**config.mk**
```make
export PLATFORM = sky130hd
export DESIGN_NAME = ysyx_23060042_ifu_fetch
export DESIGN_NICKNAME = d
export VERILOG_FILES = /design/src/rtl/ysyx_23060042_ifu_fetch.sv
export SDC_FILE = /design/constraint.sdc
export NUM_CORES = 1
export LEC_CHECK = 0
export CAP_MARGIN = 0
export CORE_MARGIN = 10
export CORE_UTILIZATION = 60
export DETAILED_ROUTE_END_ITERATION = 8
export DONT_BUFFER_PORTS = 1
export PLACE_DENSITY = 0.8
export SYNTH_ARGS = -nofsm -noshare
export SYNTH_HDL_FRONTEND = slang
export SYNTH_SLANG_ARGS = --single-unit
```
**constraint.sdc**
```tcl
create_clock -name clk -period 3.45 [get_ports clk]
set_input_delay 0.69 -clock clk [delete_from_list [all_inputs] [get_ports clk]]
set_output_delay 0.69 -clock clk [all_outputs]
set_load 0.05 [all_outputs]
```
**src/rtl/ysyx_23060042_ifu_fetch.sv**
```systemverilog
// Instruction fetch stage: holds the PC, issues one aligned request at a time to
// instruction memory, and hands the returned word plus its PC to decode.
module ysyx_23060042_ifu_fetch #(
  parameter logic [31:0] RESET_PC = 32'h8000_0000
) (
  input  logic        clk,
  input  logic        rst,
  output logic        imem_req_valid,
  input  logic        imem_req_ready,
  output logic [31:0] imem_req_addr,
  input  logic        imem_rsp_valid,
  input  logic [31:0] imem_rsp_data,
  output logic        inst_valid,
  input  logic        inst_ready,
  output logic [31:0] inst,
  output logic [31:0] inst_pc,
  input  logic        redirect_valid,
  input  logic [31:0] redirect_pc,
  output logic [31:0] fetch_count
);

  typedef enum logic [1:0] {
    IDLE,
    FETCH,
    WAIT,
    HOLD
  } state_e;

  state_e      state_q, state_d;
  logic [31:0] pc_q, pc_d;
  logic        drop_q, drop_d;
  logic [31:0] inst_q, inst_d;
  logic [31:0] inst_pc_q, inst_pc_d;
  logic [31:0] fetch_count_q, fetch_count_d;
  logic [31:0] redir_tgt;
  logic        discard;

  always_ff @(posedge clk) begin
    if (rst) begin
      state_q       <= IDLE;
      pc_q          <= RESET_PC;
      drop_q        <= 1'b0;
      inst_q        <= '0;
      inst_pc_q     <= '0;
      fetch_count_q <= '0;
    end else begin
      state_q       <= state_d;
      pc_q          <= pc_d;
      drop_q        <= drop_d;
      inst_q        <= inst_d;
      inst_pc_q     <= inst_pc_d;
      fetch_count_q <= fetch_count_d;
    end
  end

  always_comb begin
    state_d       = state_q;
    pc_d          = pc_q;
    drop_d        = drop_q;
    inst_d        = inst_q;
    inst_pc_d     = inst_pc_q;
    fetch_count_d = fetch_count_q;
    redir_tgt     = redirect_pc & ~32'h3;
    // A response is stale if a redirect arrived while it was in flight or alongside it.
    discard       = drop_q | redirect_valid;

    case (state_q)
      IDLE: begin
        state_d = FETCH;
        if (redirect_valid) pc_d = redir_tgt;
      end
      FETCH: begin
        if (redirect_valid) pc_d = redir_tgt;
        if (imem_req_ready) begin
          state_d = WAIT;
          drop_d  = redirect_valid;
        end
      end
      WAIT: begin
        if (redirect_valid) begin
          pc_d   = redir_tgt;
          drop_d = 1'b1;
        end
        if (imem_rsp_valid) begin
          drop_d = 1'b0;
          if (discard) begin
            state_d = FETCH;
          end else begin
            state_d   = HOLD;
            inst_d    = imem_rsp_data;
            inst_pc_d = pc_q;
          end
        end
      end
      HOLD: begin
        if (inst_ready) begin
          fetch_count_d = fetch_count_q + 32'd1;
          pc_d          = pc_q + 32'd4;
          state_d       = FETCH;
        end
        // Redirect target overrides the sequential PC even when decode consumes.
        if (redirect_valid) begin
          pc_d    = redir_tgt;
          state_d = FETCH;
        end
      end
      default: state_d = IDLE;
    endcase
  end

  assign imem_req_valid = (state_q == FETCH);
  assign imem_req_addr  = pc_q;
  assign inst_valid     = (state_q == HOLD);
  assign inst           = inst_q;
  assign inst_pc        = inst_pc_q;
  assign fetch_count    = fetch_count_q;

endmodule
```
== Word level (Yosys, flattened, before mapping) ==
Index checks and enable logic that the tools add are counted.

* $add $sub $neg: 2
* Bitwise gates (word level): 2
* Mux-type cells: 14
* Reductions and logical operators: 8
* Equality and inequality tests: 8

{| class="wikitable"
|+ Operators with widths
! cell !! count
|-
| $mux 32 || 3
|-
| $pmux 32 s2 || 1
|-
| $add 32x1->32 const B || 1
|-
| $add 32x3->32 const B || 1
|-
| $mux 2 || 5
|-
| $reduce_and 3->1 || 3
|-
| $pmux 2 s4 || 1
|-
| $eq 2x2->1 const B || 2
|-
| $ne 2x1->1 const B || 2
|-
| $reduce_and 2->1 || 2
|-
| $mux 1 || 3
|-
| $ne 3x1->1 const B || 1
|-
| $ne 3x3->1 const B || 1
|-
| $reduce_or 3->1 || 1
|-
| $eq 2x1->1 const B || 1
|-
| $logic_not 2->1 || 1
|-
| $ne 2x2->1 const B || 1
|-
| $pmux 1 s2 || 1
|-
| $reduce_bool 2->1 || 1
|-
| $not 1->1 || 1
|-
| $or 1x1->1 || 1
|}

* Output and inout bits: 130
* Logic and storage cells: 40
* Register bits: 131
* Input port bits: 70

== Longest topological paths before layout ==
Gate-level depths: netlist of the first run.

* Depth after elaboration: 4
* Mapped depth: 9
* Mapped depth without buffers: 6

== Worst setup path before layout of the first run ==
Ideal clock, no wire load.

* Kind: flip-flop to flip-flop
* Start point: register pc_q[2] (netlist: imem_req_addr[2])
* End point: register pc_q[16] (netlist: imem_req_addr[16])
* Setup time: 0.114 ns
* Period minus slack after synthesis: 2.393 ns
* Buffers on the path: 0
* Slack: 1.057 ns
* Arrival: 2.279 ns
* Stages on the path, launching flop included: 7
* Cells stage by stage: dfxtp_1 ha_1 nand3_1 nor4_2 nand3_1 mux2i_1 a2111oi_0

* Longest elaborated chain between the ends: 4

{| class="wikitable"
|+ Ends and longest elaborated chain
! element !! line !! RTL
|-
| start, declared || 30 || <nowiki>logic [31:0] pc_q, pc_d;</nowiki>
|-
| start signal, assigned || 48 || <nowiki>pc_q <= pc_d;</nowiki>
|-
| $add 32x3->32 || 98 || <nowiki>pc_d = pc_q + 32'd4;</nowiki>
|-
| $mux 32 || 96 || <nowiki>if (inst_ready) begin</nowiki>
|-
| $mux 32 || 102 || <nowiki>if (redirect_valid) begin</nowiki>
|-
| $pmux 32 s2 || 67 || <nowiki>case (state_q)</nowiki>
|}

No other way between the ends. The select of a mux whose other input is x is not followed.
A chain may end at the register's enable or synchronous reset.

== Final worst setup path of the first run ==
* Start point: register pc_q[7] (netlist: imem_req_addr[7])
* End point: register pc_q[29] (netlist: imem_req_addr[29])

The elaborated chain is that of the path after synthesis.

==> impl_metrics.py, run 1 <==
metrics = {
    "clocking": {
        "cts_tree": "done",
        "root_buffer": "clkbuf_8",
        "clk_latency_ps": 500,
        "cts_made_buffers": 17,
        "postCtsSetupRepairBufs": 0,
        "path_clk_slew_ps": 60,
        "cts_resized": 0,
        "cts_hold_buf": 0,
        "cts_buffer_depth": 2,
        "cts.sink_count": 127,
        "htree_levels": 4,
    },
    "floorplanning": {
        "die-area_um2": 13950,
        "die_height_um": 118.1,
        "initial_utilization_pct": 61.95,
        "io_pins": 200,
        "die_w_um": 118.1,
        "core.rowCount": 35,
        "coreArea_um2": 9328,
    },
    "pwr": {
        "p_per_area_nw_per_um2": 559.9,
        "ir_drop_v": 0.0002862,
        "p_leak_nw": 2.276,
    },
    "global_route": {
        "grt_pass1_wl_um": 27210,
        "grt_max_degree": 120,
        "antenna_found_initial": 0,
        "grt_pass1_vias": 5152,
        "grt_usage_pct": 23.05,
        "grt-ovfl-total": 0,
    },
    "logic_synthesis": {
        "seq_area_frac_synth_pct": 44.00,
        "synth_cell_types": 60,
        "synth_warnings": 0,
        "ys_ff_latch": 127,
        "synth_edf_count": 0,
        "syn_area_um2": 5778,
        "avgSynthCellArea_um2": 7.851,
        "synthCells": 736,
        "synth_top_cell_area_share_pct": 44.00,
        "synth_area_leader_cell": "dfxtp_1",
        "ys_top_cells_by_area": "dfxtp_1, nand2_1, a21oi_1",
        "yosys_most_used_dff": "dfxtp_1",
        "postSynth.asyncResetShare_pct": 0,
    },
    "place": {
        "dp_hpwl_um": 11780,
        "place_congestion": 0.8332,
        "pre_cts_slack_ps": 968.7,
        "place_inst": 845,
        "io_buffers": 0,
    },
    "worst_hold_path": {
        "hp-class": "input port to flip-flop",
    },
    "routing": {
        "drtIter0Drc": 435,
        "drt_pre_antenna_iters": 5,
        "wl_per_cell_um": 19.01,
        "via_count": 5365,
        "totalWireLength_um": 16680,
        "drtAntennaViolNets": 0,
        "drc": 0,
        "via_per_inst": 6.117,
    },
    "timing": {
        "setup_tns_ps": 0,
        "hold_violations": 0,
        "fin_crit_sh_pct": 74.46,
        "timing.hold.ws_ps": 260.0,
        "finClkSkew_ps": 9.719,
        "period_minus_slack_ps": 2569,
        "maxClockFrequency_ghz": 0.3893,
        "relSlewSlack_pct": 20.57,
        "worst_slew_pin_slew_ps": 1187,
        "drv_slew": 0,
        "setup_slack_ps": 881.1,
        "rsz0062_at_grt": "false",
        "setup_violations": 0,
    },
    "critical_path": {
        "crit_required_ps": 3880,
        "critPathMaxFanout": 6,
        "crit-reg2reg-launch": "imem_req_addr[7]",
        "reg2regPathDepth": 5,
        "reg2reg_setup_slack_ps": 880,
        "critPathKind": "flip-flop to flip-flop",
        "timing.rr.end": "imem_req_addr[29]",
        "critPathCaptureType": "flip-flop",
        "worstPathArrival_ps": 3000,
        "start_kind": "flip-flop",
        "cp-startpoint": "imem_req_addr[7]",
        "critPathCapture": "imem_req_addr[29]",
    },
    "final_layout": {
        "final_cells": 877,
        "final_nets": 812,
        "mostFrequentLayoutCell": "nand2_1",
        "drive_above_1_share_pct": 11.10,
        "n_antenna_cell": 0,
        "area_growth_pct": 13.30,
        "layout_common_cells": "nand2_1, dfxtp_1, a21oi_1",
    },
    "flow_run": {
        "cap_violations": 0,
    },
    "run_status": {
        "status": "completed",
    },
}
## report_power, final
| part | internal [mW] | total (mW) | switching, mW |
|---|---|---|---|
| combinational | 0.0760 | 0.248 | 0.173 |
| clock | 1.14 | 1.83 | 0.696 |
| sequential | 1.50 | 1.59 | 0.0864 |
| total | 2.71 | 3.67 | 0.955 |
## area by class of cell
cell class                 count  area, um^2
multi-input combinational    551        2974
fill                         769        2781
sequential                   127        2542
clock buffer                  18       427.9
timing repair buffer          28       222.7
clock inverter                14       180.2
tap                          129       161.4
inverter                      10       37.54
## cell usage after synthesis (all sizes together), types with 2 or more instances
| library cell | count |
|---|---|
| nand2 | 172 |
| a211oi | 5 |
| o211ai | 2 |
| and3 | 9 |
| a32o | 3 |
| a31oi | 7 |
| or4 | 2 |
| o21ai | 22 |
| nand4 | 22 |
| a21oi | 92 |
| mux2i | 2 |
| nor2 | 58 |
| o22ai | 2 |
| xor2 | 22 |
| xnor2 | 4 |
| or2 | 2 |
| a22oi | 2 |
| clkbuf | 36 |
| a311oi | 2 |
| nand3 | 37 |
| buf | 15 |
| o221a | 3 |
| and4 | 4 |
| nand2b | 4 |
| a2bb2oi | 4 |
| dfxtp | 127 |
| o41ai | 2 |
| inv | 9 |
| mux2 | 4 |
| nor4 | 12 |
| nor2b | 2 |
| a221oi | 2 |
| ha | 7 |
| or3 | 9 |
| nor3 | 11 |
| o21a | 3 |
| and2 | 2 |
## stage by stage
step,power (mW),cell area (um^2),util [%]
after global routing,3.784,6546,70.18
final,3.665,6546,70.18
after CTS,3.675,6546,70.18
after global placement,1.853,5938,63.66
after detailed placement,1.864,5938,63.66
after floorplan,1.823,5789,-
## state kept, by name, indices dropped and copies added, names as in the netlist
| name | cells |
|---|---|
| imem_req_addr | 30 |
| inst_pc | 30 |
| fetch_count | 32 |
| drop_q | 1 |
| state_q | 2 |
| inst | 32 |
## cells by family after synthesis
logic type / Yosys count / share of synthesized area [%]
simple gates: 348 / 28.04
compound gates: 160 / 16.41
flops: 127 / 44.00
buf+inv: 61 / 4.894
xor+xnor: 26 / 3.941
fa+ha+maj: 7 / 1.516
mux: 6 / 1.126
other cells: 1 / 0.06490
## worst max-delay path, cell delays in order, from the launching register on
cell and delay (ps):
dfxtp_1 740, nand4_1 340, nor4_2 630, nand2_4 130
or4_1 490, a31oi_1 170
## routing by layer
layer	part of all wire, %	up-vias	routed length (um)	track usage [%]
met1	38	2518	6296	25.50
li1	-	2546	-	-
met2	48	279	8018	38.25
met3	13	22	2124	11.14
met4	1.4	0	236	7.187
met5	0	-	0	0
## worst min-delay path by stage
stage,startpoint,to,slack [ps],cells past startpoint
floorplan,state_q[1],state_q[1],480,2
global placement,state_q[1],state_q[1],490,2
detailed placement,state_q[1],state_q[1],510,2
CTS,rst,inst[1],240,1
global route,rst,inst_pc[30],230,1
finish,rst,inst[1],260,1
Power figures use the tool's default switching activity.
==> run 2, diff against run 1 <==
- clock period: 3.45 -> 2.5 ns (I/O delays scaled with it)
==> run 2 against run 1 <==
  * Routed wire length up 4.4%
  * Non-clock buffer count up 50
  * Register-to-register slack worse by 700 ps
==> impl_metrics.py, run 2 (same netlist as run 1, synthesis figures left out) <==
metrics = {
    "global_route": {
        "grt_max_degree": 120,
        "grt_usage_pct": 24.00,
        "antenna_found_initial": 0,
        "grt-ovfl-total": 0,
        "grt_pass1_wl_um": 28070,
        "grt_pass1_vias": 5410,
    },
    "critical_path": {
        "start_kind": "flip-flop",
        "critPathCaptureType": "flip-flop",
        "worstPathArrival_ps": 2690,
        "crit_required_ps": 2870,
        "critPathKind": "flip-flop to flip-flop",
        "critPathMaxFanout": 12,
    },
    "routing": {
        "via_per_inst": 5.986,
        "drtIter0Drc": 469,
        "drt_pre_antenna_iters": 5,
        "drc": 0,
        "totalWireLength_um": 17410,
        "via_count": 5549,
        "wl_per_cell_um": 18.78,
        "drtAntennaViolNets": 0,
    },
    "timing": {
        "period_minus_slack_ps": 2315,
        "relSlewSlack_pct": 56.49,
        "drv_slew": 0,
        "setup_slack_ps": 185.1,
        "worst_slew_pin_slew_ps": 651.8,
        "maxClockFrequency_ghz": 0.4320,
        "finClkSkew_ps": 8.728,
        "fin_crit_sh_pct": 92.60,
        "setup_violations": 0,
        "timing.hold.ws_ps": 67.17,
        "hold_violations": 0,
        "setup_tns_ps": 0,
        "rsz0062_at_grt": "false",
    },
    "flow_run": {
        "cap_violations": 0,
    },
    "worst_hold_path": {
        "hp-class": "input port to flip-flop",
    },
    "floorplanning": {
        "die_height_um": 118.1,
        "die_w_um": 118.1,
        "die-area_um2": 13950,
        "io_pins": 200,
        "initial_utilization_pct": 61.95,
        "core.rowCount": 35,
        "coreArea_um2": 9328,
    },
    "pwr": {
        "p_sw_mw": 1.340,
        "p_leak_nw": 2.527,
        "p_per_area_nw_per_um2": 709.0,
        "intPower_mw": 3.555,
        "switching_share_pct": 27.38,
        "ir_drop_v": 0.0005056,
        "seqPwrFrac_pct": 43.6,
        "combPwrFrac_pct": 8.6,
        "total_power_mw": 4.895,
        "clkPwrFrac_pct": 47.7,
    },
    "clocking": {
        "cts.sink_count": 127,
        "htree_levels": 4,
        "cts_buffer_depth": 2,
        "postCtsSetupRepairBufs": 0,
        "cts_tree": "done",
        "path_clk_slew_ps": 60,
        "clk_latency_ps": 510,
        "cts_made_buffers": 17,
        "root_buffer": "clkbuf_8",
    },
    "final_layout": {
        "final_nets": 862,
        "post-route-util_pct": 74.02,
        "fillers": 738,
        "layout_common_cells": "nand2_1, dfxtp_1, a21oi_1",
        "area_growth_pct": 19.49,
        "mostFrequentLayoutCell": "nand2_1",
        "stdcell_area_um2": 6904,
        "n_antenna_cell": 0,
        "final_cells": 927,
        "drive_above_1_share_pct": 16.79,
    },
    "run_status": {
        "status": "completed",
    },
    "place": {
        "place_inst": 895,
        "place_congestion": 0.8723,
        "postPlaceCellArea_um2": 6339,
        "pre_cts_slack_ps": 181.5,
        "io_buffers": 0,
        "dp_hpwl_um": 12460,
    },
}
## run 2: changes by cell type in the layout (fill, tap and decap cells not counted), moves of 2 or more
cell and change:
bufinv_16 -2, buf_12 +2, clkinv_4 +4, buf_4 +48
## run 2: cell type report
| cell class | count | area (um^2) | share of cell area, % |
|---|---|---|---|
| Multi-Input combinational cell | 551 | 2977 | 43.11 |
| Sequential cell | 127 | 2542 | 36.82 |
| Timing Repair Buffer | 78 | 623.1 | 9.025 |
| Clock buffer | 18 | 427.9 | 6.198 |
| Tap cell | 129 | 161.4 | 2.338 |
| Clock inverter | 14 | 135.1 | 1.957 |
| Inverter | 10 | 37.54 | 0.5437 |
## run 2: power by group through the flow
stage	Sequential, mW	Combinational (mW)	Clock, mW
after floorplan	2.30	0.214	0
after global placement	2.17	0.409	0
after detailed placement	2.18	0.418	0
after CTS	2.13	0.423	2.37
after global routing	2.14	0.455	2.47
final	2.13	0.423	2.34
## run 2: worst max-delay path, stage by stage, from the launching register on
cell	delay (ps)
dfxtp_1	450
ha_2	360
nor2b_1	250
o21a_1	410
buf_4	230
nor3_1	50
a2111oi_0	430
## run 2: routing by layer
metal  global-route usage (%)  routed length (um)  vias to the layer above
li1                         -                   -                     2666
met3                    10.28                1970                       21
met5                        0                   0                        -
met2                    39.19                8349                      267
met4                    9.737                 319                        0
met1                    27.02                6771                     2595
## run 2: final timing paths
kind	from	endpoint	slack, ps	cells after the start
worst max-delay path	state_q[0]	imem_req_addr[16]	190	6
worst min-delay path	rst	inst[27]	70	1
worst max register to register	state_q[0]	imem_req_addr[16]	190	6
worst min register to register	drop_q	drop_q	520	2
## run 2: repair_timing
action,4_1_cts,5_1_grt
hold buffers,0,0
endpoints found under the setup margin,0,1
gates resized for setup,0,1
endpoints found under the hold margin,0,0
